<file path="src/rtl/fetch_stage_pkg.sv">
// Shared pipeline package: fetch constants, fetch FSM state encoding and a
// small address helper. Also imported by the controller, which decodes
// opcode 6'h3F as halt.
package fetch_stage_pkg;

  localparam logic [31:0] RESET_PC  = 32'h0000_0000;
  localparam logic [31:0] HALT_WORD = 32'hFC00_0000;
  localparam logic [31:0] NOP_WORD  = 32'h0000_0000;

  typedef enum logic [1:0] {
    ST_RUN   = 2'd0,
    ST_FLUSH = 2'd1,
    ST_HALT  = 2'd2
  } fetch_state_t;

  // Instruction addresses are word aligned; the low two bits are dropped.
  function automatic logic [31:0] word_align(input logic [31:0] addr);
    return {addr[31:2], 2'b00};
  endfunction

endpackage

</file>
<file path="src/rtl/fetch_stage_if.sv">
// Bus between the fetch stage and its surroundings (hazard unit, EX, ROM,
// IF/ID consumer and UI statistics).
//   stall, redirect, redirect_pc : control from the bubbler and EX
//   imem_addr / imem_data        : instruction ROM port
//   id_instr, id_pc4, id_valid   : IF/ID pipeline register
//   pc, cc, fetch_count, halted, misaligned, state : status and debug
// Control semantics: redirect and stall are level signals sampled on every
// rising clock edge with no acknowledge; redirect beats stall, and a stall
// seen during the FLUSH cycle after a redirect is ignored.
interface fetch_stage_if;
  import fetch_stage_pkg::*;

  logic         stall;
  logic         redirect;
  logic [31:0]  redirect_pc;
  logic [31:0]  imem_addr;
  logic [31:0]  imem_data;
  logic [31:0]  id_instr;
  logic [31:0]  id_pc4;
  logic         id_valid;
  logic [31:0]  pc;
  logic [15:0]  cc;
  logic [15:0]  fetch_count;
  logic         halted;
  logic         misaligned;
  fetch_state_t state;

  modport master (
    input  stall, redirect, redirect_pc, imem_data,
    output imem_addr, id_instr, id_pc4, id_valid, pc, cc, fetch_count,
           halted, misaligned, state
  );

  modport slave (
    output stall, redirect, redirect_pc, imem_data,
    input  imem_addr, id_instr, id_pc4, id_valid, pc, cc, fetch_count,
           halted, misaligned, state
  );
endinterface

</file>
<file path="src/rtl/fetch_stage_sat_counter.sv">
// Up-counter with asynchronous active-high reset.
//   clock, reset : clock and async reset (count -> 0)
//   en           : count this cycle
//   count        : current value; holds at all-ones when SATURATE=1,
//                  otherwise wraps to zero
module fetch_stage_sat_counter #(
  parameter int WIDTH    = 16,
  parameter bit SATURATE = 1'b1
) (
  input  logic             clock,
  input  logic             reset,
  input  logic             en,
  output logic [WIDTH-1:0] count
);

  localparam logic [WIDTH-1:0] ONE = {{(WIDTH-1){1'b0}}, 1'b1};

  logic at_max;
  assign at_max = &count;

  always_ff @(posedge clock or posedge reset) begin
    if (reset) begin
      count <= '0;
    end else if (en && !(SATURATE && at_max)) begin
      count <= count + ONE;
    end
  end

endmodule

</file>
<file path="src/rtl/fetch_stage.sv">
// Instruction-fetch stage: owns the PC, addresses the instruction ROM and
// loads the IF/ID register. Honours load-use stalls and EX redirects, stops
// on the halt word, and keeps a saturating cycle counter plus a wrapping
// fetch counter for the UI.
//   clock, reset : pipeline clock, async active-high reset
//   bus          : fetch_stage_if.master (controls, ROM port, IF/ID, status)
module fetch_stage
  import fetch_stage_pkg::*;
(
  input  logic          clock,
  input  logic          reset,
  fetch_stage_if.master bus
);

  fetch_state_t state, state_next;

  logic [31:0] pc_q;
  logic [31:0] pc_plus4;
  logic        fetch_en;
  logic        bubble;
  logic        halt_hit;

  assign pc_plus4 = pc_q + 32'd4;

  // State register
  always_ff @(posedge clock or posedge reset) begin
    if (reset) state <= ST_RUN;
    else       state <= state_next;
  end

  // Next-state logic; a redirect pre-empts everything including HALT entry.
  always_comb begin
    state_next = state;
    if (bus.redirect) begin
      state_next = ST_FLUSH;
    end else begin
      case (state)
        ST_HALT:  state_next = ST_HALT;
        ST_FLUSH: state_next = halt_hit ? ST_HALT : ST_RUN;
        default:  state_next = halt_hit ? ST_HALT : ST_RUN;
      endcase
    end
  end

  // Output/control decode. FLUSH fetches even under stall so stale bubbler
  // requests cannot hold the redirected fetch.
  always_comb begin
    fetch_en = 1'b0;
    bubble   = 1'b0;
    halt_hit = 1'b0;
    if (bus.redirect || state == ST_HALT) begin
      bubble = 1'b1;
    end else if (!bus.stall || state == ST_FLUSH) begin
      fetch_en = 1'b1;
      halt_hit = (bus.imem_data == HALT_WORD);
    end
  end

  // PC: the halt word is latched into IF/ID but the PC stays on it.
  always_ff @(posedge clock or posedge reset) begin
    if (reset) begin
      pc_q <= RESET_PC;
    end else if (bus.redirect) begin
      pc_q <= word_align(bus.redirect_pc);
    end else if (fetch_en && !halt_hit) begin
      pc_q <= pc_plus4;
    end
  end

  // IF/ID register; id_pc4 is only meaningful while id_valid is set.
  always_ff @(posedge clock or posedge reset) begin
    if (reset) begin
      bus.id_instr <= NOP_WORD;
      bus.id_pc4   <= 32'h0;
      bus.id_valid <= 1'b0;
    end else if (bubble) begin
      bus.id_instr <= NOP_WORD;
      bus.id_valid <= 1'b0;
    end else if (fetch_en) begin
      bus.id_instr <= bus.imem_data;
      bus.id_pc4   <= pc_plus4;
      bus.id_valid <= 1'b1;
    end
  end

  // Sticky flag: any redirect target that was not word aligned.
  always_ff @(posedge clock or posedge reset) begin
    if (reset) begin
      bus.misaligned <= 1'b0;
    end else if (bus.redirect && (bus.redirect_pc[1:0] != 2'b00)) begin
      bus.misaligned <= 1'b1;
    end
  end

  fetch_stage_sat_counter #(.WIDTH(16), .SATURATE(1'b1)) u_cc (
    .clock (clock),
    .reset (reset),
    .en    (1'b1),
    .count (bus.cc)
  );

  fetch_stage_sat_counter #(.WIDTH(16), .SATURATE(1'b0)) u_fetch_count (
    .clock (clock),
    .reset (reset),
    .en    (fetch_en),
    .count (bus.fetch_count)
  );

  assign bus.pc        = pc_q;
  assign bus.imem_addr = pc_q;
  assign bus.halted    = (state == ST_HALT);
  assign bus.state     = state;

endmodule

</file>
<file path="src/flat_wrapper.sv">
// flat-port wrapper written by rule: the top's interface ports become plain ports
module fetch_stage_flat import fetch_stage_pkg::*;
  (clock, reset, bus_stall, bus_redirect, bus_redirect_pc, bus_imem_data, bus_imem_addr, bus_id_instr, bus_id_pc4, bus_id_valid, bus_pc, bus_cc, bus_fetch_count, bus_halted, bus_misaligned, bus_state);
  fetch_stage_if bus_i ();
  input  logic clock;
  input  logic reset;
  input wire logic [$bits(bus_i.stall)-1:0] bus_stall;
  input wire logic [$bits(bus_i.redirect)-1:0] bus_redirect;
  input wire logic [$bits(bus_i.redirect_pc)-1:0] bus_redirect_pc;
  input wire logic [$bits(bus_i.imem_data)-1:0] bus_imem_data;
  output wire logic [$bits(bus_i.imem_addr)-1:0] bus_imem_addr;
  output wire logic [$bits(bus_i.id_instr)-1:0] bus_id_instr;
  output wire logic [$bits(bus_i.id_pc4)-1:0] bus_id_pc4;
  output wire logic [$bits(bus_i.id_valid)-1:0] bus_id_valid;
  output wire logic [$bits(bus_i.pc)-1:0] bus_pc;
  output wire logic [$bits(bus_i.cc)-1:0] bus_cc;
  output wire logic [$bits(bus_i.fetch_count)-1:0] bus_fetch_count;
  output wire logic [$bits(bus_i.halted)-1:0] bus_halted;
  output wire logic [$bits(bus_i.misaligned)-1:0] bus_misaligned;
  output wire logic [$bits(bus_i.state)-1:0] bus_state;
  assign bus_i.stall = bus_stall;
  assign bus_i.redirect = bus_redirect;
  assign bus_i.redirect_pc = bus_redirect_pc;
  assign bus_i.imem_data = bus_imem_data;
  assign bus_imem_addr = bus_i.imem_addr;
  assign bus_id_instr = bus_i.id_instr;
  assign bus_id_pc4 = bus_i.id_pc4;
  assign bus_id_valid = bus_i.id_valid;
  assign bus_pc = bus_i.pc;
  assign bus_cc = bus_i.cc;
  assign bus_fetch_count = bus_i.fetch_count;
  assign bus_halted = bus_i.halted;
  assign bus_misaligned = bus_i.misaligned;
  assign bus_state = bus_i.state;
  fetch_stage u_core (.clock(clock), .reset(reset), .bus(bus_i));
endmodule
</file>
<file path="config.mk">
export PLATFORM = sky130hd
export DESIGN_NAME = fetch_stage_flat
export DESIGN_NICKNAME = d
export VERILOG_FILES = /design/src/rtl/fetch_stage_pkg.sv /design/src/rtl/fetch_stage_if.sv /design/src/rtl/fetch_stage_sat_counter.sv /design/src/rtl/fetch_stage.sv /design/src/flat_wrapper.sv
export SDC_FILE = /design/constraint.sdc
export NUM_CORES = 1
export LEC_CHECK = 0
export ABC_AREA = 1
export BUFFER_PORTS_ARGS = -buffer_cell sky130_fd_sc_hd__buf_2
export CAP_MARGIN = 20
export CORE_MARGIN = 2
export CORE_UTILIZATION = 55
export DETAILED_ROUTE_END_ITERATION = 12
export PLACE_DENSITY = 0.88
export REMOVE_ABC_BUFFERS = 1
export SLEW_MARGIN = 20
export SYNTH_ARGS = -nofsm -noshare
export SYNTH_HDL_FRONTEND = slang
export SYNTH_SLANG_ARGS = --single-unit
</file>
<file path="constraint.sdc">
create_clock -name clock -period 11.99 [get_ports clock]
set_clock_uncertainty 0.15 [all_clocks]
set_input_delay 1.7985 -clock clock [delete_from_list [all_inputs] [get_ports clock]]
set_output_delay 1.7985 -clock clock [all_outputs]
set_load 0.1 [all_outputs]
</file>
* Word-level counts from Yosys, hierarchy flattened
Cells that the tools add are included.
Operators by class: add/sub/neg operators 3, equal/unequal tests 3, muxes and demuxes 14, bitwise logic cells 1, reductions and logical operators 11
Operators by type and width (count):
- two-way mux 32 bit | 4
- adder 16 x 1 -> 16 bit, second input constant | 2
- adder 32 x 3 -> 32 bit, second input constant | 1
- equality test 32 bit, second input constant | 1
- AND reduction 16 bit | 1
- two-way mux 1 bit | 7
- two-way mux 2 bit | 3
- nonzero test 2 bit | 3
- equality test 2 x 1 -> 1 bit, second input constant | 1
- equality test 2 bit, second input constant | 1
- logical AND 1 bit | 2
- zero test 1 bit | 2
- logical OR 1 bit | 2
- AND reduction 2 bit | 1
- inverter 1 bit | 1
Storage, ports and cells: register bits 132, input bits 68

* Depth between registers and ports, before layout
word-level depth 8, depth in mapped cells 11, depth with buffers taken out 11

* Cells and area by module
From an unflattened synthesis, not the netlist that was laid out.
Unflattened totals: cell total of the unflattened synthesis 926, area, all modules 7089.3 µm²
Modules (own cells, without submodules):
- fetch_stage | times used 1, cells each 672, area an instance 5218.8 µm², sequential area each 2402.3 µm²
- fetch_stage_sat_counter (u_core.u_cc) | times used 1, cells each 163, area an instance 1063.5 µm², sequential area each 400.4 µm²
- fetch_stage_sat_counter (u_core.u_fetch_count) | times used 1, cells each 91, area an instance 807.0 µm², sequential area each 400.4 µm²

* Worst setup path before layout
Ideal clock, no wire load.
path type reg2out, start reg u_core.state[1] (netlist: u_core.bus.state[1]), end out bus_halted, data arrival time 2315 ps, data required time 10042 ps, setup slack 7727 ps, stages on the path, launching flop included 3, cells stage by stage dfrtp_1 > inv_1 > nor2_1
Between the ends: word-level cells in the longest chain between the ends 1
Ends and longest elaborated chain:
- from (decl) | line fetch_stage.sv:15 | fetch_state_t state, state_next;
- from (signal assigned) | line fetch_stage.sv:28 | else state <= state_next;
- equality test 2 bit | line fetch_stage.sv:111 | assign bus.halted = (state == ST_HALT);
- to (decl) | line flat_wrapper.sv:18 | output wire logic [$bits(bus_i.halted)-1:0] bus_halted;
No other way between the ends.

* Worst setup path after layout
start in bus_redirect, end reg u_core.u_fetch_count.count[10]
Between the ends: word-level cells in the longest chain between the ends 2
Ends and longest elaborated chain:
- from (decl) | line flat_wrapper.sv:8 | input wire logic [$bits(bus_i.redirect)-1:0] bus_redirect;
- logical OR 1 bit | line fetch_stage.sv:51 | if (bus.redirect || state == ST_HALT) begin
- two-way mux 1 bit | line fetch_stage.sv:51
- to (signal assigned) | line fetch_stage_sat_counter.sv:25 | count <= count + ONE;
- to (decl) | line fetch_stage_sat_counter.sv:13 | output logic [WIDTH-1:0] count
No other way between the ends. A chain may end at the register's enable or synchronous reset.

==> results.md <==
* Post-layout total power at around 0.0018 W
* Diode count at 0
* Flip-flop and latch count after synthesis at between 100 and 150
* Worst min-delay path category: register to register
* Most used flip-flop cell after synthesis: sky130_fd_sc_hd__dfrtp_1
* Run status: finished clean
* H-tree Lvls at 4
* Achievable clock frequency at between 200 and 250 MHz
* Max stage delay on crit path at ~0.88 ns
* Clock slew at reported path FFs at about 0.060 ns
* Number of antenna violations at the first check in global routing at 0
* Count of port buffers added during placement at between 200 and 250
* Type of origin of the critical path: input pin
* Area share of the largest cell type after synthesis at 45.2%
* Insertion delay to the later sink of the worst-skew pair at ~0.42 ns
* Number of vias in the routed layout at between 6k and 7k
* Final critical-path required period at roughly 4.8 ns
* Final-layout setup total negative slack at 0 ns
* Leakage power of the design at 4.63 nW
* Arrival time of the worst setup path at 4.97 ns
* I/O pin count at approximately 230
* Final routed wirelength across all metal layers at 19,000 um
* Die width at 118 um
* Sequential group share of total power at a little under a third
* Switching power total at approximately 0.00088 W
* Slowest-stage cell, CP: sky130_fd_sc_hd__clkinv_2
* Fraction of power consumed by the clock network at between 20% and 30%
* Gpl congestion at 0.905
* Mean cell area of the mapped netlist at 7.38 sq um
* Number of buffers on the longest clock path at 2
* Drt initial violations at ~570
* Net switching fraction of the power at roughly half
* Remaining routing DRC violations at 0
* Fraction of layout instances using a drive strength above 1 at between 20% and 30%
* Combinational cell fraction of total power at between 40 and 50%
* Combined global-route utilization of all metal layers at ~28%
* Category of the most critical setup path: input pin to register
* FFs w/ async S/R, synth at 100%
* Number of fillers in the final layout at 1,067
* Resized Gates After CTS at 0
* First-pass GRT wire length at approximately 32,000 um
* Final setup viols at 0
* Overall die area at 13,800 sq um
* Drt via density at 5.25
* Sequential-to-total area share from yosys stat at between 40% and 50%
* Net count reported at finish at 1,218
* Total internal power at approximately 0.0009 W
* Number of pins with negative max-slew slack in the final report at 0
* Sum of overflow across all layers after global routing at 0
* Worst slew margin relative to its limit at between 30 and 40%
* Ordered cell list for the critical path: buf_2 -> inv_4 -> nand2_2 -> inv_2 -> nand2_4 -> clkinv_2 -> nand4_1 -> nor2_1 -> xor2_1
* Average detailed-routed wire length per instance at 14.3 um
* Synth area leaders: sky130_fd_sc_hd__dfrtp_1 45%, sky130_fd_sc_hd__nand2_1 18%, sky130_fd_sc_hd__nand3_1 7.1%
* Cell type with the largest total area after synthesis: sky130_fd_sc_hd__dfrtp_1
* Crit Path Max Fanout at 66
* Core footprint at around 13,000 sq um
* Final worst-path cycle share at between 40% and 50%
* Post-CTS Repair Setup Buffers at 0
* Post-synth EDFFs at 0
* Post-synth cell types at 34
* Number of warnings reported in the yosys synthesis log at 0
* Starting density of the core at between 50% and 60%
* Area growth from synthesis to final layout at 21.9%
* Kind of end point of the critical path: register
* Syn Inst Count at 960
* Slew at the pin with the worst max-slew slack at 0.900 ns
* Post-DRT Antenna Nets at 0
* Die outline height at 118 um
* Final Hold Vio Count at 0
* Clock tree from TritonCTS: built
* Pin count of the biggest net entering global routing at between 60 and 70
* Worst IR drop on VDD at between 0.0001 and 0.00015 V
* Hpwl dp at about 13,000 um
* Power per standard cell area at 206 nW/um^2
* Number of detailed-route iterations in the first pass at 6
* TritonCTS Sinks at ~130
* Count of hold buffers inserted by post-cts repair at 0
* Total CTS buffers at 17
* Combined area of all synthesized cells at between 7000 and 8000 sq um
* Number of cell rows at 41
* Root Driver: sky130_fd_sc_hd__clkbuf_16
* Post-layout utilization of the core at 68.5%
* Max capacitance violation total at 0
* Setup repair after global routing missed its margin: no
* Required arrival time at the worst endpoint at approximately 12 ns
* Vias in the first global route at between 6k and 7k
[final timing paths]
kind / start / to / slack, ns / cells past startpoint
setup / recovery: bus_redirect / u_core.u_fetch_count.count[10] / 7.17 / 9
hold / removal: u_core.bus.id_pc4[4] / u_core.bus.id_pc4[4] / 0.32 / 2
setup reg to reg: u_core.bus.state[0] / u_core.u_fetch_count.count[10] / 9.02 / 9
hold reg to reg: u_core.bus.id_pc4[4] / u_core.bus.id_pc4[4] / 0.32 / 2
max in group asynchronous: reset / u_core.bus.id_instr[30] / 9.00 / 3
min in group asynchronous: reset / u_core.u_cc.count[8] / 1.36 / 2
[synthesized netlist by cell type, types with 3 or more instances]
cell type                  instances
sky130_fd_sc_hd__nand2_1         349
sky130_fd_sc_hd__dfrtp_1         128
sky130_fd_sc_hd__nand3_1         101
sky130_fd_sc_hd__nor2_1           91
sky130_fd_sc_hd__inv_1            81
sky130_fd_sc_hd__o21ai_0          43
sky130_fd_sc_hd__buf_4            40
sky130_fd_sc_hd__xor2_1           13
sky130_fd_sc_hd__a31oi_1          12
sky130_fd_sc_hd__nand4_1          12
sky130_fd_sc_hd__buf_2            11
sky130_fd_sc_hd__clkbuf_1         11
sky130_fd_sc_hd__nor3_1           11
sky130_fd_sc_hd__xnor2_1          11
sky130_fd_sc_hd__a22o_1            5
sky130_fd_sc_hd__nand2_2           5
sky130_fd_sc_hd__nor2_4            5
sky130_fd_sc_hd__buf_6             4
sky130_fd_sc_hd__ha_1              3
sky130_fd_sc_hd__nand3b_1          3
sky130_fd_sc_hd__nor2_2            3
[per-layer routing]
metal / GRT usage [%] / vias to the layer above / wire length, um
li1: - / 3374 / -
met2: 47.3 / 375 / 9280
met3: 5.57 / 44 / 1570
met5: 0 / - / 0
met1: 36.1 / 3204 / 7730
met4: 10.5 / 0 / 458
[stage by stage]
step	instances	cell area [sq um]	worst slack (ns)	hold WS [ns]
after floorplan	899	6670	6.63	0.839
after global placement	1300	8040	7.00	0.309
after detailed placement	1300	8040	6.92	0.310
after CTS	1332	8640	7.35	0.326
after global routing	1332	8640	6.86	0.347
final	1332	8640	7.17	0.324
[registers in the layout (all words and copies together), names as in the netlist]
name / cells
u_core.u_cc.count: 16
u_core.u_fetch_count.count: 16
u_core.bus.imem_addr: 30
u_core.bus.state: 2
u_core.bus.misaligned: 1
u_core.bus.id_instr: 32
u_core.bus.id_pc4: 30
u_core.bus.id_valid: 1
[cell type report]
class,instances,area [sq um],area share (%)
sequential,128,3200,37.1
multi-input combinational,687,3150,36.4
timing repair buffer,229,1150,13.3
clock buffer,21,470,5.44
inverter,84,322,3.72
tap,172,215,2.49
clock inverter,11,130,1.51
[power groups by stage]
| stage | logic, W | clock network, W | registers, W |
|---|---|---|---|
| finish | 0.000714 | 0.000520 | 0.000545 |
| CTS | 0.000716 | 0.000522 | 0.000544 |
| floorplan | 0.000123 | 0 | 0.00101 |
| global placement | 0.000708 | 0 | 0.000548 |
| global route | 0.000744 | 0.000545 | 0.000553 |
| detailed placement | 0.000715 | 0 | 0.000550 |
[logic make-up after synthesis]
| group | after synthesis | synth area share [%] |
|---|---|---|
| other | 1 | 0.0529 |
| AOI/OAI and AO/OA | 65 | 5.19 |
| buffers and inverters | 150 | 10.7 |
| and+or+nand+nor | 589 | 35.4 |
| adders and majority gates | 3 | 0.530 |
| xor gates and xnor gates | 24 | 2.97 |
| DFF | 128 | 45.2 |
[placed cells by master, fill, tap and decap left out, types with 6 or more instances in the layout]
cell / n
sky130_fd_sc_hd__a31oi_1: 12
sky130_fd_sc_hd__buf_2: 226
sky130_fd_sc_hd__clkbuf_16: 17
sky130_fd_sc_hd__conb_1: 6
sky130_fd_sc_hd__dfrtp_1: 128
sky130_fd_sc_hd__inv_1: 80
sky130_fd_sc_hd__nand2_1: 349
sky130_fd_sc_hd__nand3_1: 101
sky130_fd_sc_hd__nand4_1: 12
sky130_fd_sc_hd__nor2_1: 90
sky130_fd_sc_hd__nor3_1: 11
sky130_fd_sc_hd__o21ai_0: 43
sky130_fd_sc_hd__xnor2_1: 11
sky130_fd_sc_hd__xor2_1: 13
[worst max-delay path, delay by kind of cell]
kind,cells,cell delay (ns)
xor gates and xnor gates,1,0.14
buffers and inverters,4,1.87
and+or+nand+nor,4,1.11
No activity file was read; power rests on OpenSTA's default activity.
